<file path="src/rtl/event_scheduler_if.sv">
// Connects the hazard-event scheduler to main_fsm and to the two event blocks.
// The master is the game side: it supplies the phase and the event activity flag.
interface event_scheduler_if;
  logic [2:0] current_state;
  logic       event_active;
  logic       trig_ev1;
  logic       trig_ev2;
  logic [7:0] event_count;
  logic [2:0] sched_state;

  modport master (
    output current_state,
    output event_active,
    input  trig_ev1,
    input  trig_ev2,
    input  event_count,
    input  sched_state
  );

  modport slave (
    input  current_state,
    input  event_active,
    output trig_ev1,
    output trig_ev2,
    output event_count,
    output sched_state
  );
endinterface

</file>
<file path="src/rtl/event_scheduler.sv">
// Schedules randomised hazard-event start pulses during armed puzzle phases,
// pausing while an event runs and enforcing a cooldown after each one.
module event_scheduler #(
  parameter int unsigned TICK_DIV   = 50_000_000,
  parameter int unsigned MIN_GAP_S  = 8,
  parameter bit          JITTER_EN  = 1'b1,
  parameter int unsigned COOLDOWN_S = 3,
  parameter int unsigned ACK_WAIT   = 4,
  parameter logic [15:0] SEED       = 16'hACE1
) (
  input  logic             clk,
  input  logic             sys_rst,
  event_scheduler_if.slave bus
);

  typedef enum logic [2:0] {
    S_IDLE     = 3'd0,
    S_LOAD     = 3'd1,
    S_COUNT    = 3'd2,
    S_FIRE     = 3'd3,
    S_WAIT_ACT = 3'd4,
    S_COOLDOWN = 3'd5
  } state_t;

  localparam int          TICK_W    = (TICK_DIV > 1) ? $clog2(TICK_DIV) : 1;
  localparam int          ACK_W     = (ACK_WAIT > 1) ? $clog2(ACK_WAIT) : 1;
  localparam logic [TICK_W-1:0] TICK_LAST = TICK_W'((TICK_DIV > 0) ? TICK_DIV - 1 : 0);
  localparam logic [ACK_W-1:0]  ACK_LAST  = ACK_W'((ACK_WAIT > 0) ? ACK_WAIT - 1 : 0);
  localparam logic [5:0]  MIN_GAP6  = 6'(MIN_GAP_S);
  localparam logic [5:0]  COOL_LOAD = (COOLDOWN_S == 0) ? 6'd1 : 6'(COOLDOWN_S);
  localparam logic [15:0] LFSR_INIT = (SEED == 16'h0000) ? 16'hACE1 : SEED;
  localparam logic [15:0] LFSR_MASK = 16'hB400;

  state_t              state;
  logic [15:0]         lfsr;
  logic [15:0]         lfsr_next;
  logic [TICK_W-1:0]   tick_cnt;
  logic [5:0]          countdown;
  logic [5:0]          load_val;
  logic [ACK_W-1:0]    ack_cnt;
  logic                ack_seen;
  logic [2:0]          prev_phase;
  logic                trig_ev1_q;
  logic                trig_ev2_q;
  logic [7:0]          event_count_q;

  logic armed;
  logic prev_armed;
  logic phase_change;
  logic run_tick;
  logic tick;

  assign armed        = bus.current_state inside {3'd1, 3'd2, 3'd3};
  assign prev_armed   = prev_phase inside {3'd1, 3'd2, 3'd3};
  assign phase_change = armed && prev_armed && (prev_phase != bus.current_state);

  // The tick counter freezes while an event is running during the gap countdown.
  assign run_tick = (state == S_COOLDOWN) || ((state == S_COUNT) && !bus.event_active);
  assign tick     = run_tick && (tick_cnt == TICK_LAST);

  assign lfsr_next = {1'b0, lfsr[15:1]} ^ (lfsr[0] ? LFSR_MASK : 16'h0000);

  // NOTE: every signal written in always_comb gets a default first, so no path
  // leaves it unassigned and no latch is inferred.
  always_comb begin
    load_val = MIN_GAP6;
    if (JITTER_EN) load_val = MIN_GAP6 + {3'b000, lfsr[2:0]};
    if (load_val == 6'd0) load_val = 6'd1;
  end

  // NOTE: sequential state uses non-blocking assignments only, so every
  // register samples the pre-edge values regardless of statement order.
  always_ff @(posedge clk or posedge sys_rst) begin
    if (sys_rst) begin
      state         <= S_IDLE;
      lfsr          <= LFSR_INIT;
      tick_cnt      <= '0;
      countdown     <= '0;
      ack_cnt       <= '0;
      ack_seen      <= 1'b0;
      prev_phase    <= '0;
      trig_ev1_q    <= 1'b0;
      trig_ev2_q    <= 1'b0;
      event_count_q <= '0;
    end else begin
      lfsr       <= lfsr_next;
      prev_phase <= bus.current_state;
      trig_ev1_q <= 1'b0;
      trig_ev2_q <= 1'b0;

      if (!armed) begin
        // Disarm wins over everything, including a FIRE due this cycle.
        state     <= S_IDLE;
        tick_cnt  <= '0;
        countdown <= '0;
        ack_cnt   <= '0;
        ack_seen  <= 1'b0;
      end else begin
        case (state)
          S_IDLE: begin
            tick_cnt <= '0;
            state    <= S_LOAD;
          end

          S_LOAD: begin
            countdown <= load_val;
            tick_cnt  <= '0;
            state     <= S_COUNT;
          end

          S_COUNT: begin
            if (phase_change) begin
              tick_cnt <= '0;
              state    <= S_LOAD;
            end else if (run_tick) begin
              tick_cnt <= tick ? '0 : tick_cnt + TICK_W'(1);
              if (tick) begin
                if (countdown <= 6'd1) begin
                  // Decide on the LFSR value that will be live during FIRE.
                  trig_ev1_q <= ~lfsr_next[15];
                  trig_ev2_q <=  lfsr_next[15];
                  if (event_count_q != 8'hFF) event_count_q <= event_count_q + 8'd1;
                  countdown  <= '0;
                  state      <= S_FIRE;
                end else begin
                  countdown <= countdown - 6'd1;
                end
              end
            end
          end

          S_FIRE: begin
            ack_cnt  <= '0;
            ack_seen <= 1'b0;
            state    <= S_WAIT_ACT;
          end

          S_WAIT_ACT: begin
            if (ack_cnt != ACK_LAST) ack_cnt <= ack_cnt + ACK_W'(1);
            if (bus.event_active) begin
              ack_seen <= 1'b1;
            end else if (ack_seen || (ack_cnt == ACK_LAST)) begin
              countdown <= COOL_LOAD;
              tick_cnt  <= '0;
              state     <= S_COOLDOWN;
            end
          end

          S_COOLDOWN: begin
            if (phase_change) begin
              tick_cnt <= '0;
              state    <= S_LOAD;
            end else begin
              tick_cnt <= tick ? '0 : tick_cnt + TICK_W'(1);
              if (tick) begin
                if (countdown <= 6'd1) begin
                  countdown <= '0;
                  state     <= S_LOAD;
                end else begin
                  countdown <= countdown - 6'd1;
                end
              end
            end
          end

          default: state <= S_IDLE;
        endcase
      end
    end
  end

  assign bus.trig_ev1    = trig_ev1_q;
  assign bus.trig_ev2    = trig_ev2_q;
  assign bus.event_count = event_count_q;
  assign bus.sched_state = state;

endmodule

</file>
<file path="src/flat_wrapper.sv">
// flat-port wrapper written by rule: the top's interface ports become plain ports
module event_scheduler_flat 
#(
  parameter int unsigned TICK_DIV   = 50_000_000,
  parameter int unsigned MIN_GAP_S  = 8,
  parameter bit          JITTER_EN  = 1'b1,
  parameter int unsigned COOLDOWN_S = 3,
  parameter int unsigned ACK_WAIT   = 4,
  parameter logic [15:0] SEED       = 16'hACE1
)
  (clk, sys_rst, bus_current_state, bus_event_active, bus_trig_ev1, bus_trig_ev2, bus_event_count, bus_sched_state);
  event_scheduler_if bus_i ();
  input  logic clk;
  input  logic sys_rst;
  input wire logic [$bits(bus_i.current_state)-1:0] bus_current_state;
  input wire logic [$bits(bus_i.event_active)-1:0] bus_event_active;
  output wire logic [$bits(bus_i.trig_ev1)-1:0] bus_trig_ev1;
  output wire logic [$bits(bus_i.trig_ev2)-1:0] bus_trig_ev2;
  output wire logic [$bits(bus_i.event_count)-1:0] bus_event_count;
  output wire logic [$bits(bus_i.sched_state)-1:0] bus_sched_state;
  assign bus_i.current_state = bus_current_state;
  assign bus_i.event_active = bus_event_active;
  assign bus_trig_ev1 = bus_i.trig_ev1;
  assign bus_trig_ev2 = bus_i.trig_ev2;
  assign bus_event_count = bus_i.event_count;
  assign bus_sched_state = bus_i.sched_state;
  event_scheduler #(.TICK_DIV(TICK_DIV), .MIN_GAP_S(MIN_GAP_S), .JITTER_EN(JITTER_EN), .COOLDOWN_S(COOLDOWN_S), .ACK_WAIT(ACK_WAIT), .SEED(SEED)) u_core (.clk(clk), .sys_rst(sys_rst), .bus(bus_i));
endmodule
</file>
<file path="config.mk">
export PLATFORM = sky130hd
export DESIGN_NAME = event_scheduler_flat
export DESIGN_NICKNAME = d
export VERILOG_FILES = /design/src/rtl/event_scheduler_if.sv /design/src/rtl/event_scheduler.sv /design/src/flat_wrapper.sv
export SDC_FILE = /design/constraint.sdc
export NUM_CORES = 1
export LEC_CHECK = 0
export CAP_MARGIN = 20
export CORE_UTILIZATION = 55
export CTS_CLUSTER_DIAMETER = 100
export DETAILED_ROUTE_END_ITERATION = 12
export PLACE_DENSITY = 0.74
export SLEW_MARGIN = 10
export SYNTH_ARGS = -nofsm -noshare
export SYNTH_HDL_FRONTEND = slang
export SYNTH_SLANG_ARGS = --single-unit
</file>
<file path="constraint.sdc">
create_clock -name clk -period 6.35 [get_ports clk]
set_clock_uncertainty 0.15 [all_clocks]
set_input_delay 1.27 -clock clk [delete_from_list [all_inputs] [get_ports clk]]
set_output_delay 1.27 -clock clk [all_outputs]
set_load 0.005 [all_outputs]
</file>
Yosys cells after proc, flatten, opt, wreduce, memory -nomap -nowiden:

Cells that the tools add are included.

* bits in registers: 67
* bits of input ports: 6
* output and inout bits: 13
* word-level logic and storage cells: 116

* add/subtract/negate cells: 5
* magnitude comparators: 1
* equality and inequality tests: 31
* multiplexer cells: 48
* bitwise gates (word level): 3
* reduce and logical (&&, ||, !) cells: 18

Operators with widths (number)
* two-way mux 26 bit: 7
* case mux 26 bit (4 select lines): 1
* two-way mux 6 bit: 9
* two-way mux 3 bit: 10
* adder 26 x 1 -> 26 bit (second input constant): 1
* == test 26 bit (second input constant): 1
* != test 3 bit (second input constant): 8
* case mux 6 bit (4 select lines): 1
* != test 4 bit (second input constant): 5
* == test 3 x 2 -> 1 bit (second input constant): 6
* case mux 3 bit (6 select lines): 1
* two-way mux 16 bit: 1
* XOR 15 x 16 -> 16 bit: 1
* two-way mux 1 bit: 14
* AND reduction 7 bit: 2
* != test 5 bit (second input constant): 2
* == test 3 x 1 -> 1 bit (second input constant): 3
* adder 8 x 1 -> 8 bit (second input constant): 1
* != test 8 bit (second input constant): 1
* == test 3 bit (second input constant): 2
* <= comparator 6 x 1 -> 1 bit (second input constant): 1
* logical NOT 6 bit: 1
* AND reduction 6 bit: 1
* nonzero test 3 bit: 2
* other kinds (17): 24

Depth between registers and ports, before layout:

* depth in word-level cells: 9
* depth in mapped cells: 9
* gate-level depth less buffers: 8

Worst setup path before layout:

Ideal clock, no wire load.

* path kind: input port to flip-flop
* start point: input port bus_current_state[1]
* end point: register u_core.event_count_q[1] (netlist: u_core.bus.event_count[1])
* setup time: 0.125 ns
* arrival: 2.754 ns
* data required time: 6.075 ns
* setup slack: 3.321 ns
* stages: 7
* path buffers: 1
* path through: nor2_1 or2_1 buf_2 nor4_2 o21ai_0 nor2_1 mux2_2

* longest elaborated chain between the ends: 6
* elaborated cells between the ends (all ways): 9
* those cells by class: 4 x eq/ne; 1 x bitwise; 4 x reduce/logical

Ends and longest elaborated chain
* from (decl): line flat_wrapper.sv:15 `input wire logic [$bits(bus_i.current_state)-1:0] bus_current_state;`
* == test 3 x 1 -> 1 bit or == test 3 x 2 -> 1 bit (tied branches): line event_scheduler.sv:53 `assign armed = bus.current_state inside {3'd1, 3'd2, 3'd3};`
* nonzero test 3 bit: line event_scheduler.sv:53
* logical AND 1 bit (2 in series): line event_scheduler.sv:55 `assign phase_change = armed && prev_armed && (prev_phase != bus.current_state);`
* NOT 1 bit (no source line)
* AND reduction 7 bit (no source line) *
* to (signal assigned): line event_scheduler.sv:122 `if (event_count_q != 8'hFF) event_count_q <= event_count_q + 8'd1;`
* to (decl): line event_scheduler.sv:45 `logic [7:0] event_count_q;`

Mark *: on every way between the ends. The rest lies on a longest branch, timed or not.
A chain may end at the register's enable or synchronous reset.

Final worst setup path:

* start point: input port bus_current_state[1]
* end point: register u_core.tick_cnt[7]

* longest elaborated chain between the ends: 7
* elaborated cells between the ends (all ways): 16
* those cells by class: 8 x eq/ne; 4 x mux; 4 x reduce/logical

Ends and longest elaborated chain
* == test 3 x 1 -> 1 bit or == test 3 x 2 -> 1 bit (tied branches): line event_scheduler.sv:53
* nonzero test 3 bit: line event_scheduler.sv:53
* logical AND 1 bit (2 in series): line event_scheduler.sv:55
* two-way mux 26 bit, on equally long branches: line event_scheduler.sv:150, event_scheduler.sv:112
* case mux 26 bit (4 select lines): line event_scheduler.sv:99 `case (state)`
* two-way mux 26 bit: line event_scheduler.sv:91 `if (!armed) begin`
* to (signal assigned): line event_scheduler.sv:116 `tick_cnt <= tick ? '0 : tick_cnt + TICK_W'(1);`
* to (signal assigned): line event_scheduler.sv:154 `tick_cnt <= tick ? '0 : tick_cnt + TICK_W'(1);`
* to (decl): line event_scheduler.sv:37 `logic [TICK_W-1:0] tick_cnt;`

Several ways; a longest one is shown, not always the timed one.

==> flow_summary.json <==
{
  "ios": 19,
  "ys_types": 56,
  "area_growth_pct": 13.5,
  "max_slew_margin_pct": 41.9,
  "p_total_w": 0.00106,
  "final_cell_mix": "dfrtp_1, nor2_1, nand2_1",
  "path_max_fanout": 16,
  "n_fill_cell": 470,
  "drt-initial-drc-count": 127,
  "crit_type": "in -> reg",
  "synth-edff-count": 0,
  "cpPeakStageDelay_ps": 780,
  "synth_nets": 354,
  "synth_seq_area_share_pct": 49.9,
  "diodes": 0,
  "cts_tree": "yes",
  "crit_chain": "clkdlybuf4s50_1 > nor2_1 > or2_1 > nor3_1 > or2_1 > nor2_4 > nor2_1",
  "gp_congestion": 0.823,
  "first_pass_iters": 4,
  "h-tree-depth": 3,
  "grt_pass1_vias": 2409,
  "worst-slew-pin-transition_ps": 865,
  "async_flop_share_pct": 100,
  "synth_seq_cells": 67,
  "final_common_cell": "dfrtp_1",
  "synth_area_mm2": 0.00338,
  "vias_per_cell": 5.82,
  "cp-end-kind": "register",
  "powerDensity_mw_per_mm2": 277,
  "tns_ps": 0,
  "maxCapViolCount": 0,
  "grt-ovfl-total": 0,
  "drc_errors": 0,
  "critPathBufInv": 1,
  "cts.sink_count": 67,
  "rows": 28,
  "max_freq_mhz": 267,
  "insertion_delay_ps": 340,
  "grt_setup_unrepaired": "no",
  "ys.flop_type": "dfrtp_1",
  "dpl-instance-area_mm2": 0.00361,
  "p_leak_nw": 1.55,
  "drt_wl_total_um": 6750,
  "drive_gt1_share_pct": 12.5,
  "min_period_ps": 3740,
  "fin_crit_sh_pct": 58.9,
  "die_x_um": 80.4,
  "ctsLongestPathBuffers": 2,
  "hold_viol": 0,
  "status": "complete, no violations",
  "ir_worst_vdd_mv": 0.176,
  "drt-wirelength-per-cell_um": 15.2,
  "avgSynthCellArea_um2": 9.85,
  "coreArea_mm2": 0.00592,
  "antenna_found_initial": 0,
  "startpoint_type": "input port",
  "post_cts_resized": 0,
  "gr-usage-all-layers_pct": 23.6,
  "dieArea_mm2": 0.00646,
  "stdcell_area_mm2": 0.00383,
  "hp-class": "reg -> reg",
  "die_h_um": 80.4,
  "crit_required_ps": 6460,
  "hold_buffers": 0,
  "synthCells": 343,
  "slew_viol_final": 0,
  "ant_nets": 0,
  "clk_transition_reported_paths_ps": 80,
  "grt_pass1_wl_um": 11500,
  "crit_family": "simple AND/OR/NAND/NOR gates",
  "vias": 2579,
  "setup_violations": 0,
  "dpl.hpwl_um": 4510,
  "portBuffers": 18,
  "yosys_warnings": 0,
  "root_buffer": "clkbuf_8",
  "grt_max_degree": 68,
  "start_util_pct": 57.0,
  "critPathArrivalTime_ps": 3850,
  "slowest_stage": "nor3_1",
  "cts_setup_buffers": 0,
  "cts_buffers": 9,
  "nNetsFinal": 374
}
[cell families (layout without fill, tap and decap cells)]
kind of cell               after synthesis  in the layout  synth area share (%)
AOI/OAI and AO/OA                       58             58                  11.4
adders and majority gates                5              5                  1.85
DFF                                     67             67                  49.9
muxes                                    3              3                  1.00
xor gates and xnor gates                24             24                  6.22
and+or+nand+nor                        167            167                  26.8
buffers and inverters                   19             44                  2.78
[registers in the layout, summed over array words and instances, names as in the netlist]
name	cells
u_core.tick_cnt	26
u_core.lfsr	16
u_core.bus.event_count	8
u_core.countdown	6
u_core.bus.sched_state	3
u_core.prev_phase	3
u_core.ack_cnt	2
u_core.ack_seen	1
u_core.bus.trig_ev1	1
u_core.bus.trig_ev2	1
[layer usage]
layer | global-route usage, % | wire (µm) | part of all wire [%]
met5 | 0 | 0 | 0
met4 | 9.46 | 89 | 1.3
met3 | 4.89 | 187 | 2.8
met2 | 33.5 | 2940 | 44
met1 | 34.8 | 3530 | 52
[worst register-to-register path, delay by kind of cell, from the launching register on]
family	cells	cell delay, ps
and+or+nand+nor	4	1440
DFF	1	410
AOI/OAI and AO/OA	2	390
adders and majority gates	1	270
[power by group]
group / internal (W) / switching (W)
registers: 0.000442 / 0.0000292
logic: 0.0000777 / 0.000117
clock network: 0.000232 / 0.000165
total: 0.000752 / 0.000312
[final cells by class]
type | count | area, µm² | share of cell area, %
Tap cell | 75 | 93.8 | 2.45
Inverter | 7 | 26.3 | 0.686
Multi-Input combinational cell | 257 | 1600 | 41.7
Clock inverter | 6 | 88.8 | 2.32
Sequential cell | 67 | 1690 | 44.0
Clock buffer | 10 | 138 | 3.59
Timing Repair Buffer | 21 | 203 | 5.29
[metrics by stage]
stage | setup slack, ps | utilization, % | cells | hold WS [ps]
global placement | 2440 | 60.9 | 427 | 185
detailed placement | 2290 | 60.9 | 427 | 185
finish | 2610 | 64.7 | 443 | 200
floorplan | 3260 | - | 343 | 181
CTS | 2640 | 64.7 | 443 | 203
global route | 2440 | 64.7 | 443 | 208
[cells in the mapped netlist, types with 2 or more instances]
library cell	n	area, µm²
or3_1	2	12.5
mux2_2	2	22.5
a31oi_1	3	18.8
buf_2	6	30.0
o2bb2ai_1	2	17.5
o221ai_1	2	17.5
nand2b_1	9	56.3
a21oi_1	10	50.1
clkbuf_1	4	15.0
and3_1	6	37.5
or4_1	3	22.5
xor2_1	7	61.3
nand3_1	13	65.1
nor4_1	9	56.3
o21ai_0	19	95.1
or2_1	2	12.5
nor2_1	38	143
o31ai_1	4	30.0
dfrtp_1	59	1480
nor3_1	14	70.1
xnor2_1	17	149
nor2b_1	2	12.5
a211oi_1	2	15.0
nand2_1	35	131
nor4b_1	2	17.5
nand3b_1	2	15.0
ha_1	5	62.6
inv_1	7	26.3
buf_6	2	22.5
nand2_2	2	12.5
nand4_1	10	62.6
dfstp_2	8	210
nor4_2	4	50.1
a2bb2oi_1	4	35.0
o22ai_1	2	12.5
nor3b_1	4	30.0
and2_1	2	12.5
[path summary, 6_finish.rpt]
check	from	to	slack, ps	cells after the start
max in group asynchronous	sys_rst	u_core.tick_cnt[23]	4170	3
min	u_core.lfsr[4]	u_core.lfsr[3]	200	0
max reg2reg	u_core.ack_cnt[0]	u_core.tick_cnt[7]	3620	7
max	bus_current_state[1]	u_core.tick_cnt[7]	2610	7
min reg2reg	u_core.lfsr[4]	u_core.lfsr[3]	200	0
min in group asynchronous	sys_rst	u_core.lfsr[9]	1340	3
No activity file was read; power rests on OpenSTA's default activity.
